[src/rtl/alarm_unit.sv]
// rtl/alarm_unit.sv - BCD alarm time register, match detect and ring/snooze FSM
// driving a cadence-gated buzzer tone.
module alarm_unit #(
   parameter int RING_SECS  = 60,
   parameter int SNOOZE_MIN = 5,
   parameter int TONE_DIV   = 50000
) (
   input  logic        clk,
   input  logic        rst,
   input  logic        sec_pulse,
   input  logic [23:0] time_bcd,
   input  logic        set_mode,
   input  logic [3:0]  btn,
   output logic [15:0] alarm_bcd,
   output logic        armed,
   output logic [1:0]  state,
   output logic        ringing,
   output logic        buzzer
);

   typedef enum logic [1:0] {
      S_IDLE   = 2'b00,
      S_RING   = 2'b01,
      S_SNOOZE = 2'b10
   } state_t;

   localparam int              TW            = $clog2(TONE_DIV + 1);
   localparam logic [7:0]      LP_RING_END   = 8'(RING_SECS);
   localparam logic [11:0]     LP_SNOOZE_END = 12'(SNOOZE_MIN * 60);
   localparam logic [TW-1:0]   LP_TONE_LAST  = TW'(TONE_DIV - 1);

   state_t          r_state;
   logic [7:0]      r_hh;
   logic [7:0]      r_mm;
   logic            r_armed;
   logic [7:0]      r_ring_cnt;
   logic [11:0]     r_snooze_cnt;
   logic [TW-1:0]   r_tone_cnt;
   logic            r_phase;
   logic            r_ringing;
   logic            r_buzzer;

   logic            w_match;
   logic [7:0]      w_ring_inc;
   logic [11:0]     w_snooze_inc;
   logic            w_tone_wrap;
   logic [TW-1:0]   w_tone_nx;
   logic            w_phase_nx;

   function automatic logic [7:0] f_bcd_inc(input logic [7:0] v, input logic [7:0] last);
      if (v == last)
         return 8'h00;
      else if (v[3:0] == 4'd9)
         return {v[7:4] + 4'd1, 4'd0};
      else
         return {v[7:4], v[3:0] + 4'd1};
   endfunction

   assign w_match = sec_pulse && r_armed && !set_mode && (r_state == S_IDLE) &&
                    (time_bcd[23:8] == {r_hh, r_mm}) && (time_bcd[7:0] == 8'h00);
   assign w_ring_inc   = r_ring_cnt + 8'd1;
   assign w_snooze_inc = r_snooze_cnt + 12'd1;
   assign w_tone_wrap  = (r_tone_cnt == LP_TONE_LAST);
   assign w_tone_nx    = w_tone_wrap ? '0 : r_tone_cnt + TW'(1);
   assign w_phase_nx   = r_phase ^ w_tone_wrap;

   // Buzzer is registered from next-cycle values so the gate follows ring_cnt[0] without lag.
   always_ff @(posedge clk) begin
      if (rst) begin
         r_state      <= S_IDLE;
         r_hh         <= 8'h07;
         r_mm         <= 8'h00;
         r_armed      <= 1'b0;
         r_ring_cnt   <= '0;
         r_snooze_cnt <= '0;
         r_tone_cnt   <= '0;
         r_phase      <= 1'b0;
         r_ringing    <= 1'b0;
         r_buzzer     <= 1'b0;
      end else begin
         if (set_mode) begin
            if (btn[0]) r_hh <= f_bcd_inc(r_hh, 8'h23);
            if (btn[1]) r_mm <= f_bcd_inc(r_mm, 8'h59);
         end
         if (r_state == S_IDLE && btn[3])
            r_armed <= ~r_armed;

         r_tone_cnt <= '0;
         r_phase    <= 1'b0;
         r_buzzer   <= 1'b0;

         if (set_mode) begin
            r_state   <= S_IDLE;
            r_ringing <= 1'b0;
         end else begin
            case (r_state)
               S_IDLE: begin
                  if (!btn[3] && w_match) begin
                     r_state    <= S_RING;
                     r_ringing  <= 1'b1;
                     r_ring_cnt <= '0;
                  end
               end
               S_RING: begin
                  if (btn[3]) begin
                     r_state   <= S_IDLE;
                     r_ringing <= 1'b0;
                  end else if (btn[2]) begin
                     r_state      <= S_SNOOZE;
                     r_ringing    <= 1'b0;
                     r_snooze_cnt <= '0;
                  end else if (sec_pulse && w_ring_inc == LP_RING_END) begin
                     r_state    <= S_IDLE;
                     r_ringing  <= 1'b0;
                     r_ring_cnt <= w_ring_inc;
                  end else begin
                     r_tone_cnt <= w_tone_nx;
                     r_phase    <= w_phase_nx;
                     if (sec_pulse) begin
                        r_ring_cnt <= w_ring_inc;
                        r_buzzer   <= w_phase_nx & ~w_ring_inc[0];
                     end else begin
                        r_buzzer   <= w_phase_nx & ~r_ring_cnt[0];
                     end
                  end
               end
               S_SNOOZE: begin
                  if (btn[3]) begin
                     r_state <= S_IDLE;
                  end else if (sec_pulse) begin
                     if (w_snooze_inc == LP_SNOOZE_END) begin
                        r_state    <= S_RING;
                        r_ringing  <= 1'b1;
                        r_ring_cnt <= '0;
                     end else begin
                        r_snooze_cnt <= w_snooze_inc;
                     end
                  end
               end
               default: begin
                  r_state   <= S_IDLE;
                  r_ringing <= 1'b0;
               end
            endcase
         end
      end
   end

   assign alarm_bcd = {r_hh, r_mm};
   assign armed     = r_armed;
   assign state     = r_state;
   assign ringing   = r_ringing;
   assign buzzer    = r_buzzer;

endmodule

[config.mk]
export PLATFORM = sky130hd
export DESIGN_NAME = alarm_unit
export DESIGN_NICKNAME = d
export VERILOG_FILES = /design/src/rtl/alarm_unit.sv
export SDC_FILE = /design/constraint.sdc
export NUM_CORES = 1
export LEC_CHECK = 0
export CAP_MARGIN = 20
export CORE_MARGIN = 10
export CORE_UTILIZATION = 48
export CTS_CLUSTER_DIAMETER = 40
export DETAILED_ROUTE_END_ITERATION = 10
export GPL_TIMING_DRIVEN = 0
export PLACE_DENSITY = 0.76
export SETUP_SLACK_MARGIN = 0.15
export SYNTH_ARGS = -nofsm -noshare
export SYNTH_HDL_FRONTEND = slang
export SYNTH_SLANG_ARGS = --single-unit
[constraint.sdc]
create_clock -name clk -period 2.28 [get_ports clk]
set_clock_uncertainty 0.15 [all_clocks]
set_input_delay 0.456 -clock clk [delete_from_list [all_inputs] [get_ports clk]]
set_output_delay 0.456 -clock clk [all_outputs]
set_load 0.05 [all_outputs]
==> reports/qor.yml <==
status: "complete, no violations"
num-fill-cells: 498
antenna_found_initial: 0
num_rows: 29
tightest_slew_ns: 0.743
slowest_delay_ns: 0.36
cp-end-kind: "flip-flop"
cts_root_buf: "clkbuf_8"
yosys.area.top_type: "dfxtp_1"
clk_pin_slew_ns: 0.07
met1_usage_pct: 22.0
worstPathArrival_ns: 2.36
clkSinkCount: 58
cts_made_buffers: 9
drc_errors: 0
cap_violations: 0
postSynthAreaPerCell_um2: 8.22
initial_utilization_pct: 50.4
worstHoldStart: "btn[3]"
hpwl_um: 6190
worstPathRequired_ns: 2.40
holdBufCountCts: 0
ys_seq_elements: 58
syn_to_final_growth_pct: 37.9
slowest_stage: "or3_4"
drt_first_pass_iters: 5
min_path_type: "in2reg"
diodes: 0
cts_tree: "built"
synth-seq-area-share_pct: 35.7
netlist_area_um2: 3260
hold_viol_final: 0
synth.distinct_cells: 63
htreeDepth: 3
coreArea_um2: 6460
r2r_start: "r_snooze_cnt[2]"
async_flop_share_pct: 0
gr-usage-met3_pct: 3.78
cp-start-kind: "flip-flop"
rsz0062_at_grt: "yes"
wl_um: 9320
irDropWorstVdd_uv: 443
grt_max_degree: 11
io_pins: 53
synth_nets: 440
cp-startpoint: "r_snooze_cnt[2]"
cp_top_family: "simple AND/OR/NAND/NOR gates"
multi_input_area_um2: 2190
synthCells: 396
ant_nets: 0
slew_headroom_pct: 50.5
cts_buffer_depth: 2
die_h_um: 102
dr.first_iter.drc_count: 158
ys.flop_type: "dfxtp_1"
vias_per_cell: 5.83
die-area_um2: 10500
first_global_vias: 3053
yosysWarnings: 0
worstPathCellList: "buf_8 > nand4_1 > nor3_4 > mux2_4 > o2111a_2 > or3_4 > a21oi_2"
finalSetupViolCount: 0
design_power_total_w: 0.00246
fin_nets: 517
drv_slew: 0
fp.dieW_um: 102
grt_pass1_wl_um: 14700
leakage_nw: 1.73
grt-busiest-layer: "met2"
clock.fmax_mhz: 446
via_count: 3238
crit_buf_inv: 1
use_met2_pct: 29.3
crit_type: "reg2reg"
synth_edf_count: 0
p_per_area_nw_per_um2: 548
drive_gt1_share_pct: 20.9
yosysTopAreaCellShare_pct: 35.7
worstPathMaxFanout: 5
yosys-top-cells-area: "dfxtp_1, xor2_1, nor2_1"
seqCellArea_um2: 1180
place.gp.congestion: 0.839
overflow: 0
fin_crit_sh_pct: 98.3
final_util_pct: 69.5
period_minus_slack_ns: 2.24
io_buffers: 50
clock_latency_ns: 0.35
grt_usage_pct: 17.7
avgRoutedWirePerCell_um: 16.8
[worst register-to-register path: cells and delay by family (launching register included)]
kind                   cells  cell delay, ns
flip-flops                 1            0.33
AO/OA/AOI/OAI              2            0.46
buffers and inverters      1            0.09
multiplexers               1            0.35
AND/OR/NAND/NOR            3            0.78
[what timing repair did]
action,CTS,global route
setup endpoints to repair,59,34
pin swaps,20,9
gates resized for setup,74,27
buffers inserted,12,4
[metal layers]
metal  part of all wire [%]  up-vias  wire length, um
li1                       -     1594                -
met1                     44     1531             4070
met2                     49       98             4570
met3                    5.5       15              516
met4                    1.7        0              161
met5                      0        -                0
[cell type report]
cell class / count / area share, %
Clock buffer: 11 / 3.37
Multi-Input combinational cell: 309 / 48.8
Inverter: 14 / 1.17
Clock inverter: 5 / 2.23
Buffer: 15 / 2.28
Timing Repair Buffer: 66 / 13.8
Sequential cell: 58 / 26.2
Tap cell: 77 / 2.14
[cells in the final DEF (no fill, tap or decap), types with 4 or more instances in the layout]
cell type,instances
a41oi_1,6
xor2_1,31
nand3_1,23
a211oi_2,5
nor3_1,14
clkbuf_1,4
o31ai_1,4
dfxtp_2,8
nor2_1,53
dfxtp_1,48
xnor2_1,11
a31oi_1,5
nor4_1,7
o21ai_2,5
dlygate4sd2_1,20
o21ai_0,4
clkdlybuf4s50_1,28
inv_1,12
a21oi_1,10
nand2_1,37
buf_6,6
nand4_1,9
clkbuf_8,11
buf_4,12
and3_1,5
ha_1,11
[power by group]
part / switching, W / internal, W
clock network: 0.000427 / 0.000782
registers: 0.0000190 / 0.00102
logic: 0.000117 / 0.0000955
[path summary, 6_finish.rpt]
check                           cells past startpoint              end  slack [ns]
worst max-delay path                                7  r_snooze_cnt[6]        0.04
worst min-delay path                                2         state[1]        0.17
worst max register to register                      7  r_snooze_cnt[6]        0.04
worst min register to register                      1    r_tone_cnt[0]        0.32
[flip-flops by register name (all words and copies together) (netlist names)]
name and count:
armed 1, r_tone_cnt 16, r_mm 8, ringing 1
r_phase 1, state 2, r_snooze_cnt 12, buzzer 1
r_hh 8, r_ring_cnt 8
[cell usage after synthesis, drive strengths merged, types with 3 or more instances]
| master | count |
|---|---|
| a211oi | 5 |
| a21oi | 12 |
| a31oi | 5 |
| a41oi | 6 |
| and3 | 6 |
| and4 | 3 |
| buf | 4 |
| clkbuf | 11 |
| dfxtp | 58 |
| ha | 12 |
| inv | 13 |
| nand2 | 38 |
| nand3 | 24 |
| nand4 | 9 |
| nor2 | 57 |
| nor3 | 15 |
| nor4 | 10 |
| nor4b | 3 |
| o2111ai | 4 |
| o21ai | 11 |
| o31ai | 5 |
| or3 | 4 |
| xnor2 | 11 |
| xor2 | 32 |
[stage by stage]
stage	instances	cell area (um2)	worst slack (ns)	hold slack [ns]	TNS [ns]
floorplan	396	3300	0.112	0.280	0
global placement	523	3900	-0.565	0.289	-12.42
detailed placement	523	3900	-0.572	0.313	-12.35
CTS	551	4400	-0.0135	0.167	-0.0135
global route	555	4490	-0.0159	0.170	-0.0287
finish	555	4490	0.0383	0.170	0
[cell families (layout without fill, tap and decap cells)]
family	after synthesis	count (layout)	share of synthesized area (%)
XOR/XNOR	43	43	11.6
multiplexers	4	4	1.31
flip-flops	58	58	35.7
adder cells (fa/ha/maj)	12	12	4.61
buffers and inverters	29	111	3.88
AND/OR/NAND/NOR	179	179	27.0
AO/OA/AOI/OAI	71	71	15.9
(Power assumes the default switching activity.)
==> patch, RTL diff (same flow settings) <==
Set the parameter `TONE_DIV` to 25000 (it was 50000).
--- a/src/rtl/alarm_unit.sv
+++ b/src/rtl/alarm_unit.sv
@@ -4,5 +4,5 @@
    parameter int RING_SECS  = 60,
    parameter int SNOOZE_MIN = 5,
-   parameter int TONE_DIV   = 50000
+   parameter int TONE_DIV   = 25000
 ) (
    input  logic        clk,
Behaviour: no difference found for any inputs over 4 cycles, from zero or initial values and one cycle with rst high; that may be too few to reach the edited logic, so the function may still have changed.
==> patch against the unedited design <==
- combinational power shrank 2%
- area after synthesis grew 0.50%
- sequential cell count is 1 lower
- die area up 0.40%
- wire length is 2.8% higher
- sequential share of layout area down 0.30 points
- power is 5.9% lower
- design area grew 2.1%
- synthesized cell count rose by 1.5%
- worst setup slack better by 0.14 ns
- critical endpoint is now r_ring_cnt[4]$_SDFFE_PP0P_
- highest routed layer unchanged
==> patch: results (changes against the unedited design) <==
Final Cell Area - 0.004587 mm2 (was 0.004492 mm2)
Max FO, Critical Path - 7 (was 5)
CP max stage cell - o41a_1 (was or3_4)
Combinational power share - 8.9% (was 8.6%)
Multi-input gates - 320 (was 309)
Gr usage total - 17.80% (was 17.66%)
Post-Place Cells - 534 (was 523)
Largest net degree at the start of global routing - 12 (was 11)
First-pass GRT wire length - 14.98 mm (was 14.68 mm)
Row Count - 30 (was 29)
Clk_buf instances - 10 (was 11)
Clock group - 1.10 mW (was 1.21 mW)
Pleak - 1.724 nW (was 1.734 nW)
Crit path arrival time - 2.18 ns (was 2.36 ns)
Slew @ Worst Pin - 0.5172 ns (was 0.7431 ns)
Signal inverters - 12 (was 14)
Psw - 0.5844 mW (was 0.5630 mW)
Post-CTS Resized - 82 (was 74)
Clock Sink Count - 57 (was 58)
Met2 wire len - 4.627 mm (was 4.565 mm)
Synth top cells by count - dfxtp_1, nor2_1, nand2_1, xor2_1, a21oi_1 (was dfxtp_1, nor2_1, nand2_1, xor2_1, nand3_1)
Crit path max-delay family - compound AO/OA/AOI/OAI gates (was simple AND/OR/NAND/NOR gates)
Reg area - 0.001190 mm2 (was 0.001179 mm2)
Status - finished, final reports clean (unchanged)
Initial DRC Count - 216 (was 158)
Placement Cell Area - 0.003914 mm2 (was 0.003897 mm2)
Max VDD drop - 0.2561 mV (was 0.4431 mV)
M2 GR Usage - 29.78% (was 29.28%)
==> patch: cells by family after synthesis <==
family          count (synthesis)  share of synthesized area, %
compound gates                 78                         16.32
xor+xnor                       40                         10.70
fa+ha+maj                      12                         4.587
buf+inv                        25                         3.402
flops                          57                         34.86
mux                             3                         1.108
simple gates                  187                         29.01
==> patch: path summary, 6_finish.rpt <==
| kind | cells after the start | startpoint | endpoint | slack [ns] |
|---|---|---|---|---|
| worst min-delay path | 1 | r_tone_cnt[0]$_SDFF_PP0_ | r_tone_cnt[0]$_SDFF_PP0_ | 0.31 |
| worst min register to register | 1 | r_tone_cnt[0]$_SDFF_PP0_ | r_tone_cnt[0]$_SDFF_PP0_ | 0.31 |
| worst max register to register | 7 | r_snooze_cnt[0]$_SDFFE_PP0P_ | r_snooze_cnt[6]$_SDFFE_PP0P_ | 0.19 |
| worst max-delay path | 6 | btn[3] | r_ring_cnt[4]$_SDFFE_PP0P_ | 0.18 |
